**config.mk**
```make
export PLATFORM = sky130hd
export DESIGN_NAME = matmul2x2_sequencer_flat
export DESIGN_NICKNAME = d
export VERILOG_FILES = /design/src/rtl/matmul2x2_sequencer_pkg.sv /design/src/rtl/matmul2x2_sequencer_if.sv /design/src/rtl/matmul2x2_sequencer_mult.sv /design/src/rtl/matmul2x2_sequencer.sv /design/src/flat_wrapper.sv
export SDC_FILE = /design/constraint.sdc
export NUM_CORES = 1
export LEC_CHECK = 0
export BUFFER_PORTS_ARGS = -buffer_cell sky130_fd_sc_hd__buf_2
export CORE_UTILIZATION = 29
export CTS_BUF_LIST = sky130_fd_sc_hd__clkbuf_16
export DETAILED_ROUTE_END_ITERATION = 10
export GPL_ROUTABILITY_DRIVEN = 0
export SLEW_MARGIN = 0
export SYNTH_ARGS = -nofsm -noshare
export SYNTH_HDL_FRONTEND = slang
export SYNTH_SLANG_ARGS = --single-unit
```
**constraint.sdc**
```tcl
create_clock -name clk -period 5.6 [get_ports clk]
set_clock_uncertainty 0.15 [all_clocks]
set_input_delay 0.28 -clock clk [delete_from_list [all_inputs] [get_ports clk]]
set_output_delay 0.28 -clock clk [all_outputs]
set_load 0.005 [all_outputs]
```
**src/rtl/matmul2x2_sequencer_pkg.sv**
```systemverilog
// Shared constants, state encoding and flat-bus element helpers for the 2x2 matrix multiply sequencer.
package matmul2x2_sequencer_pkg;

  localparam int DW   = 4;
  localparam int ACCW = 2 * DW + 1;

  typedef enum logic [1:0] {
    S_IDLE = 2'd0,
    S_MUL  = 2'd1,
    S_DONE = 2'd2
  } state_e;

  // Element (row, col) of a flat operand matrix; element index is {row, col}.
  function automatic logic [DW-1:0] get_elem(input logic [4*DW-1:0] m,
                                             input logic row, input logic col);
    int idx;
    idx = int'({row, col});
    return m[idx*DW +: DW];
  endfunction

  function automatic logic [4*ACCW-1:0] put_c(input logic [4*ACCW-1:0] c,
                                              input logic row, input logic col,
                                              input logic [ACCW-1:0] v);
    logic [4*ACCW-1:0] r;
    int idx;
    r   = c;
    idx = int'({row, col});
    r[idx*ACCW +: ACCW] = v;
    return r;
  endfunction

endpackage

```
**src/rtl/matmul2x2_sequencer_if.sv**
```systemverilog
// Operand/result bus between the operand source, the sequencer and the result consumer.
// Handshake: start is a request honoured only while busy=0; the operands are captured on
// that edge; done pulses for one cycle when c_flat is valid; busy and done never overlap.
interface matmul2x2_sequencer_if;
  import matmul2x2_sequencer_pkg::*;

  logic                start;
  logic [4*DW-1:0]     a_flat;
  logic [4*DW-1:0]     b_flat;
  logic                busy;
  logic                done;
  logic [4*ACCW-1:0]   c_flat;
  state_e              dbg_state;

  modport master (output start, a_flat, b_flat,
                  input  busy, done, c_flat, dbg_state);
  modport slave  (input  start, a_flat, b_flat,
                  output busy, done, c_flat, dbg_state);
endinterface

```
**src/rtl/matmul2x2_sequencer_mult.sv**
```systemverilog
// The shared combinational 4x4-bit unsigned multiplier.
module fourbitmultiplier (
  input  logic [3:0] A,
  input  logic [3:0] B,
  output logic [7:0] T
);
  assign T = {4'b0000, A} * {4'b0000, B};
endmodule

```
**src/rtl/matmul2x2_sequencer.sv**
```systemverilog
// C = A x B for 2x2 unsigned 4-bit matrices, one multiply per cycle over 8 steps.
module matmul2x2_sequencer
  import matmul2x2_sequencer_pkg::*;
(
  input  logic                  clk,
  input  logic                  rst_n,
  matmul2x2_sequencer_if.slave  bus
);

  state_e              state_q, state_d;
  logic [2:0]          step_q, step_d;
  logic [ACCW-1:0]     acc_q, acc_d;
  logic [4*ACCW-1:0]   c_q, c_d;
  logic [4*DW-1:0]     a_q, a_d;
  logic [4*DW-1:0]     b_q, b_d;

  logic [DW-1:0]       mul_a, mul_b;
  logic [2*DW-1:0]     prod;
  logic [ACCW-1:0]     prod_x;

  // step = {i, j, t}: A[i][t] * B[t][j]
  always_comb begin
    mul_a  = get_elem(a_q, step_q[2], step_q[0]);
    mul_b  = get_elem(b_q, step_q[0], step_q[1]);
    prod_x = {{(ACCW-2*DW){1'b0}}, prod};
  end

  fourbitmultiplier u_mult (
    .A (mul_a),
    .B (mul_b),
    .T (prod)
  );

  always_ff @(posedge clk or negedge rst_n) begin
    if (!rst_n) begin
      state_q <= S_IDLE;
      step_q  <= '0;
      acc_q   <= '0;
      c_q     <= '0;
      a_q     <= '0;
      b_q     <= '0;
    end else begin
      state_q <= state_d;
      step_q  <= step_d;
      acc_q   <= acc_d;
      c_q     <= c_d;
      a_q     <= a_d;
      b_q     <= b_d;
    end
  end

  always_comb begin
    state_d = state_q;
    step_d  = step_q;
    acc_d   = acc_q;
    c_d     = c_q;
    a_d     = a_q;
    b_d     = b_q;
    unique case (state_q)
      // DONE also accepts a start so back-to-back operations take 9 cycles each.
      S_IDLE, S_DONE: begin
        if (bus.start) begin
          a_d     = bus.a_flat;
          b_d     = bus.b_flat;
          c_d     = '0;
          step_d  = '0;
          state_d = S_MUL;
        end else begin
          state_d = S_IDLE;
        end
      end
      S_MUL: begin
        step_d = step_q + 3'd1;
        if (!step_q[0]) begin
          acc_d = prod_x;
        end else begin
          c_d = put_c(c_q, step_q[2], step_q[1], acc_q + prod_x);
        end
        if (step_q == 3'd7) begin
          state_d = S_DONE;
        end
      end
      default: state_d = S_IDLE;
    endcase
  end

  assign bus.busy      = (state_q == S_MUL);
  assign bus.done      = (state_q == S_DONE);
  assign bus.c_flat    = c_q;
  assign bus.dbg_state = state_q;

endmodule

```
**src/flat_wrapper.sv**
```systemverilog
// flat-port wrapper written by rule: the top's interface ports become plain ports
module matmul2x2_sequencer_flat import matmul2x2_sequencer_pkg::*;
  (clk, rst_n, bus_start, bus_a_flat, bus_b_flat, bus_busy, bus_done, bus_c_flat, bus_dbg_state);
  matmul2x2_sequencer_if bus_i ();
  input  logic clk;
  input  logic rst_n;
  input wire logic [$bits(bus_i.start)-1:0] bus_start;
  input wire logic [$bits(bus_i.a_flat)-1:0] bus_a_flat;
  input wire logic [$bits(bus_i.b_flat)-1:0] bus_b_flat;
  output wire logic [$bits(bus_i.busy)-1:0] bus_busy;
  output wire logic [$bits(bus_i.done)-1:0] bus_done;
  output wire logic [$bits(bus_i.c_flat)-1:0] bus_c_flat;
  output wire logic [$bits(bus_i.dbg_state)-1:0] bus_dbg_state;
  assign bus_i.start = bus_start;
  assign bus_i.a_flat = bus_a_flat;
  assign bus_i.b_flat = bus_b_flat;
  assign bus_busy = bus_i.busy;
  assign bus_done = bus_i.done;
  assign bus_c_flat = bus_i.c_flat;
  assign bus_dbg_state = bus_i.dbg_state;
  matmul2x2_sequencer u_core (.clk(clk), .rst_n(rst_n), .bus(bus_i));
endmodule
```
Yosys cells after proc, flatten, opt, wreduce, memory -nomap -nowiden

Cells that the tools add are included.

Bits in registers: 81
Latch bits: 0
RAM bits: 0
Memory bits (read-only): 0
Bits of input ports: 35
Word-level logic and storage cells: 38
Memories: 0

Add/subtract/negate cells: 3
Multiply operators: 2
Divide/modulo/power cells: 0
Order comparisons: 0
Equality and inequality tests: 6
Shifts and indexed selects: 4
Mux-type cells: 9
Bitwise operators: 1
Reduce and logical (&&, ||, !) cells: 7

Operator list:

| kind                    | number |
|---|---|
| $mux 36                 | 2 |
| $pmux 36 s2             | 1 |
| $bwmux 36               | 1 |
| $shift 9x33->36 const A | 1 |
| $shiftx 9x33->36        | 1 |
| $neg 32->33             | 1 |
| $shiftx 16x5->4         | 2 |
| $add 8x8->9             | 1 |
| $mul 4x4->8             | 1 |
| $mul 2x4->6 const B     | 1 |
| $pmux 3 s2              | 1 |
| $reduce_and 2->1        | 3 |
| $ne 2x1->1 const B      | 2 |
| $pmux 2 s2              | 1 |
| $add 3x1->3 const B     | 1 |
| $eq 3x3->1 const B      | 1 |
| $mux 3                  | 1 |
| $reduce_and 3->1        | 1 |
| $eq 2x1->1 const B      | 1 |
| $eq 2x2->1 const B      | 1 |
| $logic_not 2->1         | 1 |
| $mux 2                  | 1 |
| $ne 2x2->1 const B      | 1 |
| $reduce_bool 2->1       | 1 |
| other kinds (3)         | 3 |

Logic depth before layout (Yosys ltp)

Gate-level depths: netlist of run 1.

Depth after elaboration: 7
Gate-level depth with buffers: 17
Gate-level depth less buffers: 16

Modules after synthesis

Synthesis of run 1 repeated with hierarchy kept, for this count alone.

Cell total of the unflattened synthesis: 313
Area total of the unflattened synthesis: 4110.2 sq um

By module, submodules not included:

| module              | times used | cells each | area an instance (sq um) | sequential area each (sq um) |
|---|---|---|---|---|
| matmul2x2_sequencer | 1          | 262        | 3662.3                   | 2026.9 |
| fourbitmultiplier   | 1          | 51         | 447.9                    | 0.0 |

Worst setup path after synthesis of run 1

No wires, ideal clock.

Path type: reg-to-reg
Start: reg u_core.step_q[1]
End: reg u_core.c_q[17], in the netlist u_core.bus.c_flat[17]
Library setup time: 0.121 ns
Arrival: 4.071 ns
Path slack: 1.258 ns
Cell stages (with the launch flop): 17
Path buffers: 1
Path through: dfrtp_1 buf_2 mux4_2 nand2_1 fa_1 inv_1 fa_1 ha_1 a21o_1 a21oi_1 xnor2_1 ha_1 o211ai_1 a21oi_1 a211oi_1 o21ai_0 a22o_1

Word-level cells in the longest chain between the ends: 7
Elaborated cells on any way between the ends: 10
Classes of those cells: add/sub: 2; mul: 2; shift: 3; mux: 3

RTL lines:

| element                  | RTL line                      | RTL |
|---|---|---|
| start: declaration       | matmul2x2_sequencer.sv:11     | `logic [2:0] step_q, step_d;` |
| start signal: assignment | matmul2x2_sequencer.sv:44     | `step_q <= step_d;` |
| $shiftx 16x5->4          | matmul2x2_sequencer_pkg.sv:18 | `return m[idx*DW +: DW];` |
| $mul 4x4->8              | matmul2x2_sequencer_mult.sv:7 | `assign T = {4'b0000, A} * {4'b0000, B};` |
| net u_core.prod[5]       | matmul2x2_sequencer.sv:18     | `logic [2*DW-1:0] prod;` |
| $add 8x8->9              | matmul2x2_sequencer.sv:77     | `c_d = put_c(c_q, step_q[2], step_q[1], acc_q + prod_x);` |
| $shiftx 9x33->36         | matmul2x2_sequencer_pkg.sv:28 | `r[idx*ACCW +: ACCW] = v;` |
| $bwmux 36                | matmul2x2_sequencer_pkg.sv:28 |  |
| $mux 36                  | matmul2x2_sequencer.sv:74     | `if (!step_q[0]) begin` |
| $pmux 36 s2              | matmul2x2_sequencer.sv:59     | `unique case (state_q)` |
| end signal: assignment   | matmul2x2_sequencer.sv:39     | `c_q <= '0;` |
| end signal: assignment   | matmul2x2_sequencer.sv:46     | `c_q <= c_d;` |
| end: declaration         | matmul2x2_sequencer.sv:13     | `logic [4*ACCW-1:0] c_q, c_d;` |

The timed path passes the listed nets, and every way through them passes these cells. The select of a mux whose other input is x is not followed.
A chain may end at the register's enable or synchronous reset.

Worst setup path in the final report of run 1

Start: reg u_core.step_q[0]
End: reg u_core.c_q[35], in the netlist u_core.bus.c_flat[35]

Word-level cells in the longest chain between the ends: 7
Elaborated cells on any way between the ends: 10
Classes of those cells: add/sub: 1; mul: 1; eq/ne: 1; shift: 3; mux: 3; reduce/logical: 1

RTL lines:

| element            | RTL line |
|---|---|
| $shiftx 16x5->4    | matmul2x2_sequencer_pkg.sv:18 |
| $mul 4x4->8 *      | matmul2x2_sequencer_mult.sv:7 |
| net u_core.prod[5] | matmul2x2_sequencer.sv:18 |
| $add 8x8->9 *      | matmul2x2_sequencer.sv:77 |
| $shiftx 9x33->36 * | matmul2x2_sequencer_pkg.sv:28 |
| $bwmux 36 *        | matmul2x2_sequencer_pkg.sv:28 |
| $mux 36 *          | matmul2x2_sequencer.sv:74 |
| $pmux 36 s2 *      | matmul2x2_sequencer.sv:59 |

The timed path passes the listed nets; every way through them passes the cells marked *. The select of a mux whose other input is x is not followed.

==> impl_results.md, run 1 <==
- Share of layout cells above drive strength 1: 0.379
- Filler cells: 1386
- Fmax achieved: 0.208 GHz
- Warnings from Yosys: 0
- Die area: 14500 um2
- Root buffer cell: clkbuf_16
- Sequential Area: 2030 um2
- Nets: 454
- Synth Area in Adders: 0.104
- CTS Buffer Depth: 2
- TritonCTS clock tree: done
- Synth Area in Compound Gates: 0.121
- Final cycle utilization of the critical path: 0.857
- Main synth FF type: dfrtp_1
- Port bufs: 74
- Synth cell types: 39
- Post-synthesis sequential element count: 81
- RSZ-0062 raised after global routing: no
- Largest net degree at the start of global routing: 82
- # IOs: 75
- Crit path launch type: register
- Final Cell Area: 4850 um2
- CP Capture Type: register
- Initial Util: 0.303
- Max-capacitance violation count: 0
- Simple-gate area share of the yosys netlist: 0.0781
- Sequential area share after synthesis: 0.498
- Mapped Area: 4070 um2
- Post-Syn Instances: 314
- Routed length per placed instance: 14.9 um
- Avg Cell Area, Syn: 13.0 um2
- Crit Path Category: reg2reg
- Largest family of logic cells by synthesized area: multiplexers
- Fin. max-slew vios: 0
- First-pass detailed-route iteration total: 4
- Synthesized net count: 380
- Status: finished with violations
- Async set-or-reset flop fraction in the synthesized netlist: 1.00
- Final setup fails: 0
- Area grow syn2layout: 19.2%
- Sum of negative setup slack: 0 ps
- Die Y: 120 um
- Post-synth EDFFs: 0
- Commonest non-fill, non-tap cells in the layout: 81 x dfrtp_1, 73 x buf_2, 38 x mux2_2
- Crit path max fanout: 12
- Worst-path clk slew: 60 ps
- Worst-skew pair later-pin latency: 330 ps
- # rows: 42
- Fin crit period: 4800 ps
- Cts hold-fix bufs: 0
- DR iter-0 viols: 119
- Drt drc: 0
- TritonCTS Buffers: 9
- Hpwl dp: 6470 um
- Via density: 4.71
- Final ANT Viol Nets: 0
- Global-route wire length before repair: 14600 um
- Final hold slack: -28.2 ps
- Ant. Diodes: 0
- Vias in the first global route: 2878
- Chip width: 120 um
- Setup WS post-layout: 802 ps
- Hold Crit Class: in2async
- Postcts setup bufs: 0
- CORE AREA: 13500 um2
- Synth Area in XOR/XNOR: 0.0215
- Multi-input gate area: 1930 um2
- Total wire length: 8440 um
- CP required: 5670 ps
- Final Hold Fails: 49
- Post-CTS resize count: 0
- Pre-CTS WS: 735 ps
- Worst Max-Slew Pin Slew: 1000 ps
- Failing checks: hold timing
- Total clock sinks: 81
- WP data arrival: 4870 ps
- Most common cell after layout, fill and taps aside: dfrtp_1
- H-Tree Depth: 3
- Vias: 2672
- Mux cell area share after synthesis: 0.149
- Gr usage total: 0.130
- Gr ovfl total: 0
- Antenna violations before repair: 0
- Slew margin rel.: 0.333
- Placed standard-cell area: 4600 um2
==> metrics by stage <==
stage | hold WS, ps | cells | util
after floorplan | -166 | 314 | -
after global placement | 314 | 553 | 0.342
after detailed placement | 320 | 553 | 0.342
after CTS | 11.2 | 567 | 0.361
after global routing | 22.1 | 567 | 0.361
final | -28.2 | 567 | 0.361
==> layer usage <==
layer	GRT usage	wire length (um)	up-vias
li1	-	-	1281
met1	0.175	4220	1303
met2	0.202	3640	79
met3	0.0377	484	9
met4	0.0417	99	0
met5	0	0	-
==> layout make-up <==
cell class              count  area share
multi-input cells         209       0.398
repair buffers             74      0.0768
inverters                  13      0.0106
clock inverters             5     0.00516
well taps                 176      0.0454
clock buffers               9      0.0464
flip-flops and latches     81       0.418
==> state kept, by name (all words and copies together), names as in the netlist <==
register	flops
u_core.bus.c_flat	36
u_core.a_q	16
u_core.b_q	16
u_core.bus.dbg_state	2
u_core.acc_q	8
u_core.step_q	3
==> path summary, 6_finish.rpt <==
kind                                           start               endpoint  slack (ps)  depth (start not counted)
worst min-delay path                           rst_n   u_core.bus.c_flat[4]         -30                          1
worst min register to register  u_core.bus.c_flat[7]   u_core.bus.c_flat[7]         330                          2
worst max register to register      u_core.step_q[0]  u_core.bus.c_flat[35]         800                         15
max in group asynchronous                      rst_n          u_core.a_q[3]        4690                          1
min in group clk                      bus_a_flat[11]         u_core.a_q[11]          30                          2
worst max-delay path                u_core.step_q[0]  u_core.bus.c_flat[35]         800                         15
==> synth_stat cells (5+ instances only) <==
| library cell | instances | area share |
|---|---|---|
| ha_1 | 26 | 0.080 |
| a22o_1 | 24 | 0.052 |
| nand2_1 | 20 | 0.018 |
| inv_1 | 12 | 0.011 |
| mux2_2 | 38 | 0.11 |
| buf_2 | 8 | 0.0098 |
| mux4_2 | 8 | 0.044 |
| xnor2_1 | 7 | 0.015 |
| o21ai_0 | 17 | 0.021 |
| a21oi_1 | 9 | 0.011 |
| dfrtp_1 | 81 | 0.50 |
| nor2_1 | 5 | 0.0046 |
| and2_1 | 13 | 0.020 |
| fa_1 | 5 | 0.025 |
==> cell families (layout without fill, tap and decap cells) <==
logic type	Yosys count	after routing
DFF	81	81
AOI/OAI and AO/OA	68	68
and+or+nand+nor	54	54
muxes	46	46
adders and majority gates	31	31
buffers and inverters	24	101
xor gates and xnor gates	10	10
==> critical path: stages (launching register included) <==
cell and delay [ps]:
dfrtp_1 680, mux4_2 610, nand2_1 110, fa_1 420, inv_1 90, fa_1 410, ha_1 320, a21o_1 180
a21oi_1 190, xnor2_1 180, ha_1 320, o211ai_1 110, a21oi_1 60, a211oi_1 320, o21ai_0 280, a22o_1 260
Power of run 1 is not shown: default switching activity piles up to over one toggle a cycle in this logic, so the estimate is an artifact.
==> inputs of run 2 (changes only) <==
--- a/config.mk
+++ b/config.mk
@@ -7,7 +7,6 @@
 export LEC_CHECK = 0
 export BUFFER_PORTS_ARGS = -buffer_cell sky130_fd_sc_hd__buf_2
 export CORE_UTILIZATION = 29
-export CTS_BUF_LIST = sky130_fd_sc_hd__clkbuf_16
 export DETAILED_ROUTE_END_ITERATION = 10
 export GPL_ROUTABILITY_DRIVEN = 0
 export SLEW_MARGIN = 0
==> constraint.sdc (replaced) <==
create_clock -name clk -period 4.87 [get_ports clk]
set_clock_uncertainty 0.15 [all_clocks]
set_input_delay 0.2435 -clock clk [delete_from_list [all_inputs] [get_ports clk]]
set_output_delay 0.2435 -clock clk [all_outputs]
set_load 0.005 [all_outputs]
==> impl_results.md, run 2 (same netlist as run 1, synthesis figures left out) <==
- Most common cell after layout, fill and taps aside: dfrtp_1 (unchanged)
- Gr ovfl total: 0 (unchanged)
- CTS Buffer Depth: 2 (unchanged)
- Setup crit end: u_core.bus.c_flat[8] (was u_core.bus.c_flat[35])
- H-Tree Depth: 3 (unchanged)
- Largest net degree at the start of global routing: 82 (unchanged)
- Drt drc: 0 (unchanged)
- WP data arrival: 4600 ps (was 4870 ps)
- Vias in the first global route: 2870 (was 2878)
- Multi-input gate area: 1930 um2 (unchanged)
- TritonCTS Buffers: 9 (unchanged)
- Crit. path cell count: 15 (unchanged)
- Reg2Reg Launch Point: u_core.step_q[0] (unchanged)
- Fin. max-slew vios: 0 (unchanged)
- Hold Crit Class: in2reg (was in2async)
- Vias: 2825 (was 2672)
- Worst Max-Slew Pin Slew: 1020 ps (was 1000 ps)
- Worst-skew pair later-pin latency: 330 ps (about the same)
- # rows: 42 (unchanged)
- Share of layout cells above drive strength 1: 0.368 (was 0.379)
- Status: complete, no violations (was finished with violations)
- Antenna violations before repair: 0 (unchanged)
- Worst hold path depth: 2
- Final Hold Fails: 0 (was 49)
- Fin crit period: 4530 ps (was 4800 ps)
- Ant. Diodes: 0 (unchanged)
- Die area: 14500 um2 (unchanged)
- Fmax achieved: 0.221 GHz (was 0.208 GHz)
- RSZ-0062 raised after global routing: no (unchanged)
- Final setup fails: 0 (unchanged)
- Total wire length: 8500 um (was 8440 um)
- First-pass detailed-route iteration total: 4 (unchanged)
- DR iter-0 viols: 118 (was 119)
- # IOs: 75 (unchanged)
- Worst-path clk slew: 60 ps (about the same)
- Crit-path cells: mux4_2 > nand2_1 > fa_1 > inv_1 > fa_1 > ha_1 > a21o_1 > a21oi_1 > xnor2_1 > ha_1 > o211ai_1 > a21oi_1 > a211oi_1 > o21ai_0 > a22o_1 (unchanged)
- Global-route wire length before repair: 14400 um (was 14600 um)
- Max-capacitance violation count: 0 (unchanged)
- Gr usage total: 0.127 (was 0.130)
- Area grow syn2layout: 26.4% (was 19.2%)
- Slew margin rel.: 0.322 (was 0.333)
- Crit path max fanout: 8 (was 12)
- Hpwl dp: 6470 um (about the same)
- Crit path launch type: register (unchanged)
- Sequential Area: 2030 um2 (about the same)
- Nets: 479 (was 454)
- Filler cells: 1340 (was 1386)
- R2r worst-path depth: 15 (unchanged)
- Port bufs: 74 (unchanged)
- Commonest non-fill, non-tap cells in the layout: 80 x dfrtp_1, 73 x buf_2, 38 x mux2_2 (was 81 x dfrtp_1, 73 x buf_2, 38 x mux2_2)
- CP top delay family: adder cells (unchanged)
- Slowest cell on crit path: mux4_2 (was dfrtp_1)
- Reg-to-reg slack, setup: 340 ps (was 800 ps)
- Final ANT Viol Nets: 0 (unchanged)
- CP required: 4930 ps (was 5670 ps)
- CORE AREA: 13500 um2 (unchanged)
- Initial Util: 0.303 (unchanged)
- Via density: 4.76 (was 4.71)
- CP Capture Type: register (unchanged)
- Final cycle utilization of the critical path: 0.931 (was 0.857)
- Chip width: 120 um (unchanged)
- Worst reg2reg endpoint: u_core.bus.c_flat[8] (was u_core.bus.c_flat[35])
- Sum of negative setup slack: 0 ps (unchanged)
- Crit. Startpoint: u_core.step_q[0] (unchanged)
- Max incr delay on CP: 580 ps (was 680 ps)
- Die Y: 120 um (unchanged)
- Routed length per placed instance: 14.3 um (was 14.9 um)
- Number of flip-flops in the largest register: 36 (unchanged)
- TritonCTS clock tree: done (unchanged)
- Buf/Inv on CP: 1 (unchanged)
- Total clock sinks: 81 (unchanged)
- Crit Path Category: reg2reg (unchanged)
- Root buffer cell: clkbuf_16 (unchanged)
run 2: area by class of cell:
cell class              count  share of cell area
clock buffers              11              0.0472
clock inverters             5              0.0107
inverters                  13             0.00997
multi-input cells         209               0.375
flip-flops and latches     81               0.394
well taps                 176              0.0428
repair buffers             99               0.120
run 2: worst reg2reg max path, delay by kind of cell, from the launching register on:
kind	cells	cell delay, ps
AND/OR/NAND/NOR	1	120
multiplexers	1	580
flip-flops	1	490
buffers and inverters	1	90
adder cells (fa/ha/maj)	4	1480
XOR/XNOR	1	170
AO/OA/AOI/OAI	7	1330
run 2: repair_timing:
item | 4_1_cts | 5_1_grt
setup endpoints to repair | 0 | 4
hold buffers | 23 | 0
endpoints found under the hold margin | 103 | 0
gates resized for setup | 0 | 1
setup buffers | 0 | 0
run 2: layer usage:
| layer | track usage | part of all wire | vias up |
|---|---|---|---|
| li1 | - | - | 1336 |
| met1 | 0.168 | 0.48 | 1396 |
| met5 | 0 | 0 | - |
| met3 | 0.0358 | 0.055 | 7 |
| met2 | 0.204 | 0.45 | 86 |
| met4 | 0.0324 | 0.0076 | 0 |
run 2: through the flow:
step           instance area, um2  worst slack (ps)  instances  hold slack (ps)  utilization
6_report                     5150               338        594             8.67        0.383
3_3_place_gp                 4620               292        555              313        0.343
4_1_cts                      5140               154        594            0.158        0.382
5_1_grt                      5150              46.9        594             1.19        0.383
2_1_floorplan                4070               528        314             -202            -
3_5_place_dp                 4620               151        555              329        0.343
run 2: how the worst min path moves through the flow:
stage / endpoint / slack (ps) / startpoint
2_1_floorplan: u_core.a_q[0] / -200 / rst_n
3_3_place_gp: u_core.bus.c_flat[30] / 310 / rst_n
3_5_place_dp: u_core.bus.c_flat[3] / 330 / rst_n
4_1_cts: u_core.a_q[10] / 0.2 / bus_a_flat[10]
5_1_grt: u_core.a_q[2] / 1 / bus_a_flat[2]
6_report: u_core.b_q[1] / 9 / bus_b_flat[1]
Power of run 2 is left out for the same reason.
==> inputs of run 3 (changes only) <==
--- a/config.mk
+++ b/config.mk
@@ -6,6 +6,7 @@
 export NUM_CORES = 1
 export LEC_CHECK = 0
 export BUFFER_PORTS_ARGS = -buffer_cell sky130_fd_sc_hd__buf_2
+export CORE_MARGIN = 5
 export CORE_UTILIZATION = 29
 export DETAILED_ROUTE_END_ITERATION = 10
 export GPL_ROUTABILITY_DRIVEN = 0
==> impl_results.md, run 3 (same netlist as run 1, synthesis figures left out) <==
- Nets: 484 (was 479)
- Hold Crit Class: in2reg (unchanged)
- Sum of negative setup slack: 0 ps (unchanged)
- Via density: 4.68 (was 4.76)
- Global-route wire length before repair: 15200 um (was 14400 um)
- Setup WS post-layout: 335 ps (was 338 ps)
- Crit-path cells: mux4_2 > nand2_1 > fa_1 > inv_1 > fa_1 > ha_1 > a21o_1 > a21oi_1 > xnor2_1 > ha_1 > o211ai_1 > a21oi_1 > a211oi_1 > o21ai_0 > a22o_1 (unchanged)
- TritonCTS Buffers: 9 (unchanged)
- Postcts setup bufs: 0 (unchanged)
- Total wire length: 9030 um (was 8500 um)
- Reg2Reg Launch Point: u_core.step_q[0] (unchanged)
- Final setup fails: 0 (unchanged)
- Chip width: 128 um (was 120 um)
- Final hold slack: 13.1 ps (was 8.67 ps)
- CP Capture Type: register (unchanged)
- Crit Path Category: reg2reg (unchanged)
- RSZ-0062 raised after global routing: no (unchanged)
- Ant. Diodes: 0 (unchanged)
- Fin. max-slew vios: 0 (unchanged)
- Root buffer cell: clkbuf_16 (unchanged)
- Crit path max fanout: 8 (unchanged)
- TritonCTS clock tree: done (unchanged)
- Final cycle utilization of the critical path: 0.931 (about the same)
- Final Hold Fails: 0 (unchanged)
- Post-Route Utilization: 0.377 (was 0.383)
- Total clock sinks: 81 (unchanged)
- Port bufs: 74 (unchanged)
- Hpwl dp: 6780 um (was 6470 um)
- Worst-skew pair later-pin latency: 340 ps (was 330 ps)
- H-Tree Depth: 3 (unchanged)
- Area grow syn2layout: 28.1% (was 26.4%)
- Gr ovfl total: 0 (unchanged)
- Die area: 16500 um2 (was 14500 um2)
- Buf/Inv on CP: 1 (unchanged)
- Most common cell after layout, fill and taps aside: dfrtp_1 (unchanged)
- Vias: 2815 (was 2825)
- Fmax achieved: 0.220 GHz (was 0.221 GHz)
- Final ANT Viol Nets: 0 (unchanged)
- # rows: 43 (was 42)
- Worst reg2reg endpoint: u_core.bus.c_flat[8] (unchanged)
- Initial Util: 0.294 (was 0.303)
- CP top delay family: adder cells (unchanged)
- Largest net degree at the start of global routing: 82 (unchanged)
- Crit path launch type: register (unchanged)
- Crit. Startpoint: u_core.step_q[0] (unchanged)
- R2r worst-path depth: 15 (unchanged)
- CORE AREA: 13800 um2 (was 13500 um2)
- DR iter-0 viols: 83 (was 118)
- Drt drc: 0 (unchanged)
- # IOs: 75 (unchanged)
- Max incr delay on CP: 570 ps (was 580 ps)
- Reg-to-reg slack, setup: 330 ps (was 340 ps)
- Slew margin rel.: 0.332 (was 0.322)
- Setup crit end: u_core.bus.c_flat[8] (unchanged)
- Fin crit period: 4540 ps (was 4530 ps)
- Worst Max-Slew Pin Slew: 1000 ps (was 1020 ps)
- WP data arrival: 4610 ps (was 4600 ps)
- Commonest non-fill, non-tap cells in the layout: 80 x dfrtp_1, 73 x buf_2, 38 x mux2_2 (unchanged)
- Die Y: 128 um (was 120 um)
- Number of flip-flops in the largest register: 36 (unchanged)
- Max-capacitance violation count: 0 (unchanged)
- Status: complete, no violations (unchanged)
- Gr usage total: 0.116 (was 0.127)
- Slowest cell on crit path: mux4_2 (unchanged)
- Vias in the first global route: 2998 (was 2870)
- Routed length per placed instance: 15.0 um (was 14.3 um)
- Worst-path clk slew: 60 ps (about the same)
- Crit. path cell count: 15 (unchanged)
- CP required: 4940 ps (was 4930 ps)
- CTS Buffer Depth: 2 (unchanged)
- Antenna violations before repair: 0 (unchanged)
- Pre-CTS WS: 173 ps (was 151 ps)
- First-pass detailed-route iteration total: 4 (unchanged)
- Share of layout cells above drive strength 1: 0.363 (was 0.368)
## run 3: changes by cell type in the layout (fill, tap and decap cells not counted), sizes merged
cell	previous run	this run
clkbuf	11	10
bufinv	1	2
dlygate4sd3	23	28
clkinvlp	2	1
## run 3: how the worst min path moves through the flow
stage | cells past startpoint | from | end | slack [ps]
2_1_floorplan | 0 | rst_n | u_core.a_q[0] | -200
3_3_place_gp | 1 | rst_n | u_core.bus.c_flat[27] | 320
3_5_place_dp | 1 | rst_n | u_core.bus.c_flat[31] | 330
4_1_cts | 2 | bus_a_flat[2] | u_core.a_q[2] | 0.1
5_1_grt | 2 | bus_a_flat[2] | u_core.a_q[2] | 10
6_report | 2 | bus_b_flat[5] | u_core.b_q[5] | 10
## run 3: final cells by class
type / count / area [um2]
clock buffer: 10 / 229
clock inverter: 5 / 81.3
fill: 1319 / 8610
inverter: 13 / 51.3
multi-input combinational: 209 / 1930
sequential: 81 / 2030
tap: 180 / 225
timing repair buffer: 104 / 668
## run 3: worst register-to-register path: stages (launching register included)
cell and delay [ps]:
dfrtp_2 490, mux4_2 570, nand2_1 120, fa_1 410
inv_1 90, fa_1 410, ha_1 330, a21o_1 190
a21oi_1 170, xnor2_1 170, ha_1 320, o211ai_1 110
a21oi_1 60, a211oi_1 330, o21ai_0 260, a22o_1 260
## run 3: what timing repair did
| action | in CTS | in global routing |
|---|---|---|
| hold buffers | 28 | 0 |
| setup endpoints to repair | 0 | 12 |
| endpoints found under the hold margin | 108 | 0 |
| gates resized for setup | 0 | 1 |
## run 3: metrics by stage
stage | cell area, um2 | instances
finish | 5210 | 602
floorplan | 4070 | 314
CTS | 5210 | 602
global placement | 4620 | 559
detailed placement | 4620 | 559
global route | 5210 | 602
## run 3: layer usage
| metal | track usage | vias up | part of all wire |
|---|---|---|---|
| li1 | - | 1346 | - |
| met1 | 0.152 | 1376 | 0.45 |
| met2 | 0.192 | 83 | 0.47 |
| met3 | 0.0303 | 10 | 0.065 |
| met4 | 0.0275 | 0 | 0.012 |
| met5 | 0 | - | 0 |
Power of run 3 is left out for the same reason.
